<file path="config.mk">
export PLATFORM = sky130hd
export DESIGN_NAME = ring_pattern_gen
export DESIGN_NICKNAME = d
export VERILOG_FILES = /design/src/rtl/ring_pattern_gen_pkg.sv /design/src/rtl/ring_rotate.sv /design/src/rtl/ring_pattern_gen.sv
export SDC_FILE = /design/constraint.sdc
export NUM_CORES = 1
export LEC_CHECK = 0
export CAP_MARGIN = 15
export CORE_ASPECT_RATIO = 1.5
export CORE_MARGIN = 3
export CORE_UTILIZATION = 38
export CTS_BUF_LIST = sky130_fd_sc_hd__clkbuf_8
export DETAILED_ROUTE_END_ITERATION = 10
export PLACE_DENSITY_LB_ADDON = 0.15
export SYNTH_ARGS = -nofsm -noshare
export SYNTH_HDL_FRONTEND = slang
export SYNTH_HIERARCHICAL = 1
export SYNTH_SLANG_ARGS = --single-unit
export TNS_END_PERCENT = 50
</file>
<file path="constraint.sdc">
create_clock -name clk -period 4 [get_ports clk]
set_clock_uncertainty 0.1 [all_clocks]
set_input_delay 0.8 -clock clk [delete_from_list [all_inputs] [get_ports clk]]
set_output_delay 0.8 -clock clk [all_outputs]
set_load 0.02 [all_outputs]
</file>
<file path="src/rtl/ring_pattern_gen_pkg.sv">
`default_nettype none
// ============================================================================
// Module   : ring_pattern_gen_pkg
// Purpose  : Mode encodings and field-width helpers shared by the ring
//            pattern generator and its rotator.
// Revision : 1.0 - initial release
// ============================================================================
package ring_pattern_gen_pkg;

   localparam logic [1:0] MODE_ROL  = 2'b00;
   localparam logic [1:0] MODE_ROR  = 2'b01;
   localparam logic [1:0] MODE_JOHN = 2'b10;
   localparam logic [1:0] MODE_HOLD = 2'b11;

   // Step field must be able to express WIDTH itself (which reduces to 0).
   function automatic int step_width(input int width);
      return $clog2(width) + 1;
   endfunction

   // Period field must hold the longest legal cycle, 2*WIDTH (Johnson).
   function automatic int period_width(input int width);
      return $clog2(2 * width + 1);
   endfunction

endpackage
`default_nettype wire

</file>
<file path="src/rtl/ring_rotate.sv">
`default_nettype none
// ============================================================================
// Module   : ring_rotate
// Purpose  : Combinational WIDTH-bit barrel rotator, left or right.
//            The amount must already be reduced below WIDTH.
// Revision : 1.0 - initial release
// ============================================================================
module ring_rotate
   import ring_pattern_gen_pkg::*;
#(
   parameter int WIDTH = 8,
   localparam int SW   = step_width(WIDTH)
) (
   input  logic [WIDTH-1:0] data,
   input  logic [SW-1:0]    amount,
   input  logic             dir_right,
   output logic [WIDTH-1:0] result
);

   localparam logic [SW-1:0] WIDTH_SW = SW'(WIDTH);

   // Complementary shift distance; for amount=0 it equals WIDTH and the
   // wrapped-around term shifts out completely, leaving data unchanged.
   logic [SW-1:0]    back;
   logic [WIDTH-1:0] rol;
   logic [WIDTH-1:0] ror;

   assign back   = WIDTH_SW - amount;
   assign rol    = (data << amount) | (data >> back);
   assign ror    = (data >> amount) | (data << back);
   assign result = dir_right ? ror : rol;

endmodule
`default_nettype wire

</file>
<file path="src/rtl/ring_pattern_gen.sv">
`default_nettype none
// ============================================================================
// Module   : ring_pattern_gen
// Purpose  : Ring / Johnson pattern generator with a reference pattern,
//            a one-cycle wrap pulse and a measured cycle period.
// Revision : 1.0 - initial release
// ============================================================================
module ring_pattern_gen
   import ring_pattern_gen_pkg::*;
#(
   parameter int              WIDTH = 8,
   parameter logic [WIDTH-1:0] SEED = WIDTH'(2'b11),
   localparam int             SW    = step_width(WIDTH),
   localparam int             PW    = period_width(WIDTH)
) (
   input  logic             clk,
   input  logic             rst,
   input  logic             en,
   input  logic             load,
   input  logic [WIDTH-1:0] load_val,
   input  logic [1:0]       mode,
   input  logic [SW-1:0]    step,
   output logic [WIDTH-1:0] count,
   output logic             wrap,
   output logic [PW-1:0]    period
);

   localparam logic [SW-1:0] WIDTH_SW = SW'(WIDTH);
   localparam logic [PW-1:0] CNT_MAX  = '1;

   logic [WIDTH-1:0] ref_pat;
   logic [PW-1:0]    upd_cnt;
   logic [SW-1:0]    eff_step;
   logic [WIDTH-1:0] rot_out;
   logic [WIDTH-1:0] next_pat;
   logic [PW-1:0]    cnt_inc;
   logic             qualify;

   // A step of WIDTH (or any multiple) is a null rotation.
   assign eff_step = step % WIDTH_SW;

   ring_rotate #(
      .WIDTH     (WIDTH)
   ) u_rotate (
      .data      (count),
      .amount    (eff_step),
      .dir_right (mode == MODE_ROR),
      .result    (rot_out)
   );

   // Only updates that actually move the pattern count toward the period.
   assign qualify = en && (mode != MODE_HOLD) &&
                    ((mode == MODE_JOHN) || (eff_step != '0));

   assign cnt_inc = (upd_cnt == CNT_MAX) ? upd_cnt : upd_cnt + PW'(1);

   // Select the candidate next pattern for the current mode.
   always_comb begin
      next_pat = count;
      case (mode)
         MODE_ROL,
         MODE_ROR:  next_pat = rot_out;
         MODE_JOHN: next_pat = {count[WIDTH-2:0], ~count[WIDTH-1]};
         default:   next_pat = count;
      endcase
   end

   // Pattern, reference, cycle counter, wrap pulse and period registers.
   always_ff @(posedge clk or posedge rst) begin
      if (rst) begin
         count   <= SEED;
         ref_pat <= SEED;
         upd_cnt <= '0;
         wrap    <= 1'b0;
         period  <= '0;
      end else if (load) begin
         count   <= load_val;
         ref_pat <= load_val;
         upd_cnt <= '0;
         wrap    <= 1'b0;
      end else begin
         wrap <= 1'b0;
         if (qualify) begin
            count <= next_pat;
            if (next_pat == ref_pat) begin
               wrap    <= 1'b1;
               period  <= cnt_inc;
               upd_cnt <= '0;
            end else begin
               upd_cnt <= cnt_inc;
            end
         end
      end
   end

endmodule
`default_nettype wire

</file>
==> flow_summary.ini, run 1 <==
[run_status]
status = completed

[critical_path]
path_class = primary input to flip-flop
r2r-start = count[5]$_DFFE_PP0P_
r2r_slack_ns = 0.59
cp-start-kind = primary input
path_max_fanout = 8
crit_path_end_kind = flip-flop
cp.arrival_ns = 3.92
reg2reg_depth = 9
rr_endpoint = period[2]$_DFFE_PP0P_
worst_ep_required_time_ns = 4.09

[logic_synthesis]
yosys_warnings = 6
ys_types = 61
synth_top_area_share_pct = 19.8
synth-edff-count = 0
synth_area_leaders = dfrtp_1 20%, mux2i_1 11%, o21ai_0 4.7%
synthArstFlopShare_pct = 100
synth-main-ff-cell = dfrtp_1
ys_seq_elements = 27
syn-cell-area_mm2 = 0.00290
avgSynthCellArea_um2 = 8.61
syn-instance-count = 337
synth_top_area_cell = dfrtp_1
ys_seq_area_share_pct = 23.4

[place]
dp.cells = 488
place_area_mm2 = 0.00362
dpl.hpwl_mm = 6.74
port_buffers = 30
gp_congestion = 0.946

[floorplan]
rows = 38
die_w_um = 77.4
io_pins = 32
start_util_pct = 39.6
dieArea_mm2 = 0.00875
die_y_um = 113
coreArea_mm2 = 0.00732

[route]
drc = 0
dr.first_iter.drc_count = 170
drt_wl_total_mm = 8.95
drt_first_pass_iters = 4
route.detailed.wl_per_inst_um = 18.1
ant_nets = 0
routed_via_density = 5.81
dr_total_vias = 2864

[clock_network]
clock_latency_ns = 0.29
cts_tree = built
cts_sinks = 27
numCtsBuffers = 3
htree_num_levels = 1
clk_pin_slew_ns = 0.10
cts_hold_buf = 0
clockRootBuffer = clkbuf_8
clockBufferDepth = 2

[timing]
period_share_pct = 95.9
clock.fmax_ghz = 0.261
slew_violations = 0
max_slew_margin_pct = 30.6
fin_crit_ns = 3.84
tightest_slew_ns = 1.04
hold_viol_final = 0
rsz0062_at_grt = false
setup_viol = 0

[worst_hold_path]
hp-start = ref_pat[0]$_DFFE_PP1P_
hold_path_class = flip-flop to flip-flop
hold_depth = 2
min_delay_worst_endpoint = ref_pat[0]$_DFFE_PP1P_

[final_layout]
drive_gt1_share_pct = 22.4
syn_to_final_growth_pct = 27.6
stdcell_count = 493
layout.nets = 414
antenna_cells = 0
finalInstanceArea_mm2 = 0.00370

[power_and_ir_drop]
power_frac_seq_pct = 35.7
clkPwrFrac_pct = 16.3
p_leak_uw = 0.00156
power.switching_uw = 398
switching_share_pct = 38.8
p_int_uw = 628
p_per_area_mw_per_mm2 = 277
ir_drop_mv = 0.218
finalPower_uw = 1030
combinationalPowerShare_pct = 48.0

[grt]
grt_use_total_pct = 20.6
grt_start_max_net_pins = 28
grt_pass1_wl_mm = 14.4
grt_pass1_vias = 2901
overflow = 0
antenna_found_initial = 0

[run]
max-cap-violations = 0
[flip-flops by register name, indices dropped and copies added, names as in the netlist]
signal   cells
count        8
wrap         1
ref_pat      8
period       5
upd_cnt      5
[cell type report]
cell class	instances	area, µm²
fill	752	3620
multi-input combinational	263	2040
timing repair buffer	80	729
sequential	27	681
tap	100	125
inverter	19	76.3
clock buffer	3	41.3
clock inverter	1	7.51
[cell families (layout without fill, tap and decap cells)]
kind of cell / Yosys count / count (layout) / share of synthesized area (%)
mux: 48 / 48 / 21.8
simple gates: 96 / 96 / 17.2
fa+ha+maj: 2 / 2 / 0.862
flops: 27 / 27 / 23.4
compound gates: 97 / 97 / 22.8
xor+xnor: 18 / 18 / 6.21
other cells: 1 / 2 / 0.129
buf+inv: 48 / 103 / 7.67
[worst max path at each step]
stage / to / depth (start not counted) / startpoint / slack [ns]
4_1_cts: period[0]$_DFFE_PP0P_ / 12 / step[2] / 0.11
2_1_floorplan: period[2]$_DFFE_PP0P_ / 13 / step[0] / 0.009
6_report: period[2]$_DFFE_PP0P_ / 11 / step[0] / 0.16
5_1_grt: period[3]$_DFFE_PP0P_ / 13 / step[0] / 0.02
3_5_place_dp: period[0]$_DFFE_PP0P_ / 13 / step[0] / -0.43
3_3_place_gp: upd_cnt[0]$_DFFE_PP0P_ / 13 / step[0] / -0.41
[worst max-delay path: stages]
cell and delay (ns):
dlygate4sd2_1 0.28, buf_4 0.19, or3_4 0.39, a41o_4 0.27, buf_4 0.15, a221oi_1 0.30
a21oi_1 0.15, xor2_1 0.18, or4_4 0.55, a221oi_4 0.32, mux2_4 0.33
[power by group through the flow]
stage / Clock [µW] / Combinational, µW / Sequential [µW]
floorplan: 0 / 285 / 365
global route: 185 / 533 / 373
global placement: 0 / 482 / 370
detailed placement: 0 / 484 / 371
CTS: 174 / 492 / 366
finish: 167 / 493 / 366
[repair_timing]
action,CTS,global route
setup buffers,1,0
gates resized for setup,9,2
pin swaps,3,0
setup endpoints to repair,10,9
[layer usage]
layer | vias up | track usage [%] | share of wire (%)
met3 | 21 | 1.59 | 2.6
li1 | 1362 | - | -
met4 | 0 | 9.62 | 3.3
met2 | 63 | 38.8 | 54
met1 | 1418 | 23.2 | 40
met5 | - | 0 | 0
[Yosys cell counts (7+ instances only)]
cell type  count
mux2i_1       32
o21ai_0       27
dfrtp_1       23
a21oi_1       21
nor2_1        21
nand2_1       19
inv_1         18
clkbuf_1      17
nor3_1        13
xnor2_1       12
nand2b_1      10
a211oi_1       8
o22ai_1        7
[metrics by stage]
step | util, % | setup slack [ns] | hold slack [ns] | TNS [ns]
6_report | 50.6 | 0.165 | 0.412 | 0
2_1_floorplan | - | 0.00922 | 0.368 | 0
4_1_cts | 50.5 | 0.114 | 0.414 | 0
3_5_place_dp | 49.4 | -0.433 | 0.396 | -4.22
3_3_place_gp | 49.4 | -0.414 | 0.390 | -4.12
5_1_grt | 50.6 | 0.0203 | 0.439 | 0
[cells in the final DEF (no fill, tap or decap), types with 10 or more instances in the layout]
cell type,instances
mux2i_1,32
clkdlybuf4s50_1,27
inv_1,17
nor3_1,13
xnor2_1,12
a21oi_1,20
nand2b_1,10
o21ai_0,27
dfrtp_1,23
buf_4,45
nand2_1,19
nor2_1,21
No activity file was read; power rests on OpenSTA's default activity.
==> run 2, diff against run 1 <==
--- a/config.mk
+++ b/config.mk
@@ -5,12 +5,13 @@
 export SDC_FILE = /design/constraint.sdc
 export NUM_CORES = 1
 export LEC_CHECK = 0
-export CAP_MARGIN = 15
+export CAP_MARGIN = 20
 export CORE_ASPECT_RATIO = 1.5
 export CORE_MARGIN = 3
 export CORE_UTILIZATION = 38
 export CTS_BUF_LIST = sky130_fd_sc_hd__clkbuf_8
 export DETAILED_ROUTE_END_ITERATION = 10
+export MAX_ROUTING_LAYER = met4
 export PLACE_DENSITY_LB_ADDON = 0.15
 export SYNTH_ARGS = -nofsm -noshare
 export SYNTH_HDL_FRONTEND = slang
==> flow_summary.ini, run 2 (synthesis gave the netlist of run 1 again) <==
[run_status]
status = completed

[route]
route.detailed.wl_per_inst_um = 18.7
ant_nets = 0
drt_wl_total_mm = 9.20
routed_via_density = 5.91
drt_first_pass_iters = 5
drc = 0
dr.first_iter.drc_count = 205
dr_total_vias = 2914

[final_layout]
antenna_cells = 0
layout.nets = 414
reg_top3 = count x8, ref_pat x8
drive_gt1_share_pct = 23.4
layout_common_cells = 46 x buf_4, 30 x mux2i_1, 28 x clkdlybuf4s50_1, 27 x o21ai_0, 23 x dfrtp_1
layout_commonest_cell = buf_4
syn_to_final_growth_pct = 27.7

[critical_path]
r2r_slack_ns = 0.56
path_class = primary input to flip-flop
cp_common_cell = buf_4
cp.arrival_ns = 3.95
rr_endpoint = upd_cnt[3]$_DFFE_PP0P_
path_max_fanout = 10
reg2reg_depth = 10
cp-start-kind = primary input
cp_cell_sequence = clkdlybuf4s50_1 > buf_4 > or2_2 > o21ai_0 > a21oi_2 > a31oi_2 > xnor2_1 > nand3_1 > or4_4 > buf_4 > o211ai_1 > a2bb2o_2
crit_path_end_kind = flip-flop
slowest_stage = clkdlybuf4s50_1
critPathBufInv = 3
r2r-start = count[4]$_DFFE_PP0P_
worst_ep_required_time_ns = 4.08
cpPeakStageDelay_ns = 0.53
path_depth = 12
crit_family = compound AO/OA/AOI/OAI gates

[clock_network]
htree_num_levels = 1
numCtsBuffers = 3
clockRootBuffer = clkbuf_8
clockBufferDepth = 2
cts_hold_buf = 0
clock_latency_ns = 0.28
clk_pin_slew_ns = 0.10
cts_sinks = 27
cts_tree = built

[timing]
hold_ws_ns = 0.411
slew_violations = 0
clock.fmax_ghz = 0.258
max_slew_margin_pct = 54.7
rsz0062_at_grt = false
setup_tns_ns = 0
fin_crit_ns = 3.87
tightest_slew_ns = 0.680
setup_viol = 0
period_share_pct = 96.8
hold_viol_final = 0

[grt]
grt_pass1_wl_mm = 14.7
grt_use_total_pct = 21.7
grt_pass1_vias = 2822
antenna_found_initial = 0
overflow = 0
grt_start_max_net_pins = 28

[worst_hold_path]
min_delay_worst_endpoint = ref_pat[0]$_DFFE_PP1P_
hold_depth = 2
hold_path_class = flip-flop to flip-flop
hp-start = ref_pat[0]$_DFFE_PP1P_

[place]
dpl.hpwl_mm = 6.75
gp_congestion = 1.00
port_buffers = 30

[power_and_ir_drop]
p_per_area_mw_per_mm2 = 276
p_leak_uw = 0.00155
ir_drop_mv = 0.265

[floorplan]
start_util_pct = 39.6
rows = 38
die_w_um = 77.4
die_y_um = 113
coreArea_mm2 = 0.00732
dieArea_mm2 = 0.00875
io_pins = 32

[run]
max-cap-violations = 0
==> run 2: cell types whose count changed in the layout (fill, tap and decap cells not counted), sizes merged <==
| cell | previous run | this run |
|---|---|---|
| clkdlybuf4s50 | 27 | 28 |
| dlymetal6s2s | 1 | 0 |
==> run 2: how the worst max path moves through the flow <==
| stage | from | endpoint | slack [ns] |
|---|---|---|---|
| after CTS | step[0] | period[3]$_DFFE_PP0P_ | 0.15 |
| after global placement | step[0] | upd_cnt[3]$_DFFE_PP0P_ | -0.42 |
| after detailed placement | step[0] | upd_cnt[0]$_DFFE_PP0P_ | -0.39 |
| after floorplan | step[0] | period[2]$_DFFE_PP0P_ | 0.009 |
| after global routing | step[2] | period[3]$_DFFE_PP0P_ | 0.002 |
| final | step[2] | upd_cnt[3]$_DFFE_PP0P_ | 0.13 |
==> run 2: worst reg2reg max path, cell delays in order, from the launching register on <==
cell	delay, ns
dfrtp_1	0.64
mux4_1	0.69
mux2_2	0.30
nand2_1	0.09
a2bb2oi_1	0.12
xnor2_1	0.17
nand4_1	0.13
or4_4	0.45
buf_4	0.16
o211ai_1	0.18
a2bb2o_2	0.30
==> run 2: report_power, final <==
| part | switching (µW) | leakage (µW) | internal, µW |
|---|---|---|---|
| clock network | 90.4 | 0.0000217 | 71.0 |
| registers | 56.4 | 0.000322 | 305 |
| logic | 251 | 0.00121 | 249 |
| total | 398 | 0.00155 | 626 |
==> run 2: what timing repair did <==
item,in CTS,in global routing
buffers inserted,0,0
setup endpoints to repair,9,7
hold endpoints to repair,0,0
resized for setup,9,6
pin swaps,3,2
==> run 2: area by class of cell <==
class | instances | area [µm²]
Tap cell | 100 | 125
Timing Repair Buffer | 80 | 713
Clock inverter | 1 | 7.51
Sequential cell | 27 | 681
Fill cell | 724 | 3610
Multi-Input combinational cell | 263 | 2060
Clock buffer | 3 | 41.3
Inverter | 19 | 76.3
==> run 2: metal layers <==
layer,share of wire [%],vias up,track usage (%)
li1,-,1365,-
met1,39,1417,24.5
met2,53,100,38.3
met3,3.3,32,1.91
met4,4.2,0,10.2
met5,0,-,-
==> run 2: per-stage QoR <==
step	util (%)	instance area, µm²	setup slack [ns]	cells	total power (µW)
after floorplan	-	2950	0.00922	338	650
after global placement	48.9	3580	-0.425	488	846
after detailed placement	48.9	3580	-0.387	488	847
after CTS	49.8	3650	0.150	492	1020
after global routing	50.6	3710	0.00182	493	1090
final	50.6	3710	0.126	493	1020
==> run 3, diff against run 2 <==
--- a/config.mk
+++ b/config.mk
@@ -7,7 +7,7 @@
 export LEC_CHECK = 0
 export CAP_MARGIN = 20
 export CORE_ASPECT_RATIO = 1.5
-export CORE_MARGIN = 3
+export CORE_MARGIN = 5
 export CORE_UTILIZATION = 38
 export CTS_BUF_LIST = sky130_fd_sc_hd__clkbuf_8
 export DETAILED_ROUTE_END_ITERATION = 10
==> flow_summary.ini, run 3 (synthesis gave the netlist of run 1 again) <==
[run_status]
status = completed

[timing]
fin_crit_ns = 3.81
max_slew_margin_pct = 56.8
setup_viol = 0
hold_ws_ns = 0.416
hold_viol_final = 0
slew_violations = 0
rsz0062_at_grt = false
tightest_slew_ns = 0.648
clock.fmax_ghz = 0.262
setup_tns_ns = 0
period_share_pct = 95.3
fin_ws_ns = 0.186

[final_layout]
antenna_cells = 0
layout_commonest_cell = buf_4
finalInstanceArea_mm2 = 0.00376
reg_top3 = count x8, ref_pat x8
layout.nets = 418
nFillCells = 727
syn_to_final_growth_pct = 29.5
layout_common_cells = 48 x buf_4, 32 x mux2i_1, 28 x clkdlybuf4s50_1, 26 x o21ai_0, 23 x dfrtp_1
drive_gt1_share_pct = 23.2

[grt]
overflow = 0
grt_pass1_vias = 2867
grt_use_total_pct = 21.6
grt_pass1_wl_mm = 15.2
antenna_found_initial = 0
grt_start_max_net_pins = 28

[floorplan]
die_y_um = 117
io_pins = 32
rows = 39
start_util_pct = 38.4
coreArea_mm2 = 0.00756
dieArea_mm2 = 0.00952
die_w_um = 81.4

[power_and_ir_drop]
p_per_area_mw_per_mm2 = 278
finalPower_uw = 1040
ir_drop_mv = 0.257
p_leak_uw = 0.00160

[route]
drt_first_pass_iters = 4
top_layer = met4
dr_total_vias = 2900
wl_met2_mm = 5.01
drt_wl_total_mm = 9.47
route.detailed.wl_per_inst_um = 19.0
ant_nets = 0
met3_length_um = 274
drt-met1-wl_mm = 3.73
drc = 0
routed_via_density = 5.81
dr.first_iter.drc_count = 211

[clock_network]
clock_latency_ns = 0.29
clk_pin_slew_ns = 0.10
htree_num_levels = 1
cts_sinks = 27
clockRootBuffer = clkbuf_8
clockBufferDepth = 2
numCtsBuffers = 3
cts_tree = built

[place]
pre_cts_slack_ns = -0.449
gp_congestion = 0.985
dpl.hpwl_mm = 6.96
port_buffers = 30
place_area_mm2 = 0.00362

[critical_path]
worst_ep_required_time_ns = 4.08
path_class = primary input to flip-flop
crit_path_end_kind = flip-flop
path_max_fanout = 9
cp-start-kind = primary input
cp.arrival_ns = 3.89

[worst_hold_path]
hold_path_class = flip-flop to flip-flop

[run]
max-cap-violations = 0
run 3: cell count changes in the layout (fill, tap and decap cells not counted), sizes merged:
cell         delta
buf             +3
bufbuf          +1
clkbuf          +1
clkinv          +1
clkinvlp        -1
dlygate4sd2     -1
run 3: stage by stage:
stage          cells  utilization, %
6_report         499            49.7
5_1_grt          499            49.7
4_1_cts          498            49.4
3_5_place_dp     491            47.8
3_3_place_gp     491            47.8
2_1_floorplan    338               -
run 3: repair_timing:
action | CTS | global route
gates cloned | 1 | 0
pin swaps | 9 | 0
gates resized for setup | 10 | 2
setup endpoints to repair | 9 | 9
hold buffers | 0 | 0
buffers inserted | 2 | 0
run 3: report_power, final:
part / switching [µW] / leakage [µW] / internal, µW
Combinational: 251 / 0.00125 / 266
Sequential: 58.8 / 0.000322 / 305
Clock: 92.4 / 0.0000255 / 70.3
run 3: critical path, stage by stage:
cell             delay [ns]
clkdlybuf4s50_1        0.45
buf_4                  0.17
xnor2_1                0.08
buf_4                  0.17
and3_1                 0.17
o311ai_0               0.42
a21oi_1                0.23
xor2_1                 0.19
or4_4                  0.55
a221oi_4               0.31
mux2_4                 0.33
run 3: path summary, 6_finish.rpt:
kind / from / slack [ns] / cells after the start / endpoint
max: step[2] / 0.19 / 11 / period[2]$_DFFE_PP0P_
min: ref_pat[0]$_DFFE_PP1P_ / 0.42 / 2 / ref_pat[0]$_DFFE_PP1P_
max reg2reg: count[3]$_DFFE_PP0P_ / 0.56 / 10 / period[2]$_DFFE_PP0P_
min reg2reg: ref_pat[0]$_DFFE_PP1P_ / 0.42 / 2 / ref_pat[0]$_DFFE_PP1P_
max in group asynchronous: rst / 2.63 / 3 / period[0]$_DFFE_PP0P_
min in group asynchronous: rst / 0.72 / 2 / count[3]$_DFFE_PP0P_
run 3: layout make-up:
type                            count  area, µm²  share of cell area (%)
Inverter                           19       76.3                    2.03
Timing Repair Buffer               84        786                    20.9
Clock buffer                        3       41.3                    1.10
Multi-Input combinational cell    263       2040                    54.3
Tap cell                          102        128                    3.40
Clock inverter                      1       5.00                   0.133
Sequential cell                    27        681                    18.1
run 3: layer usage:
metal  vias up  track usage, %
met5         -               -
met4         0            11.5
met3        27           0.919
met2        94            37.6
met1      1408            24.7
li1       1371               -
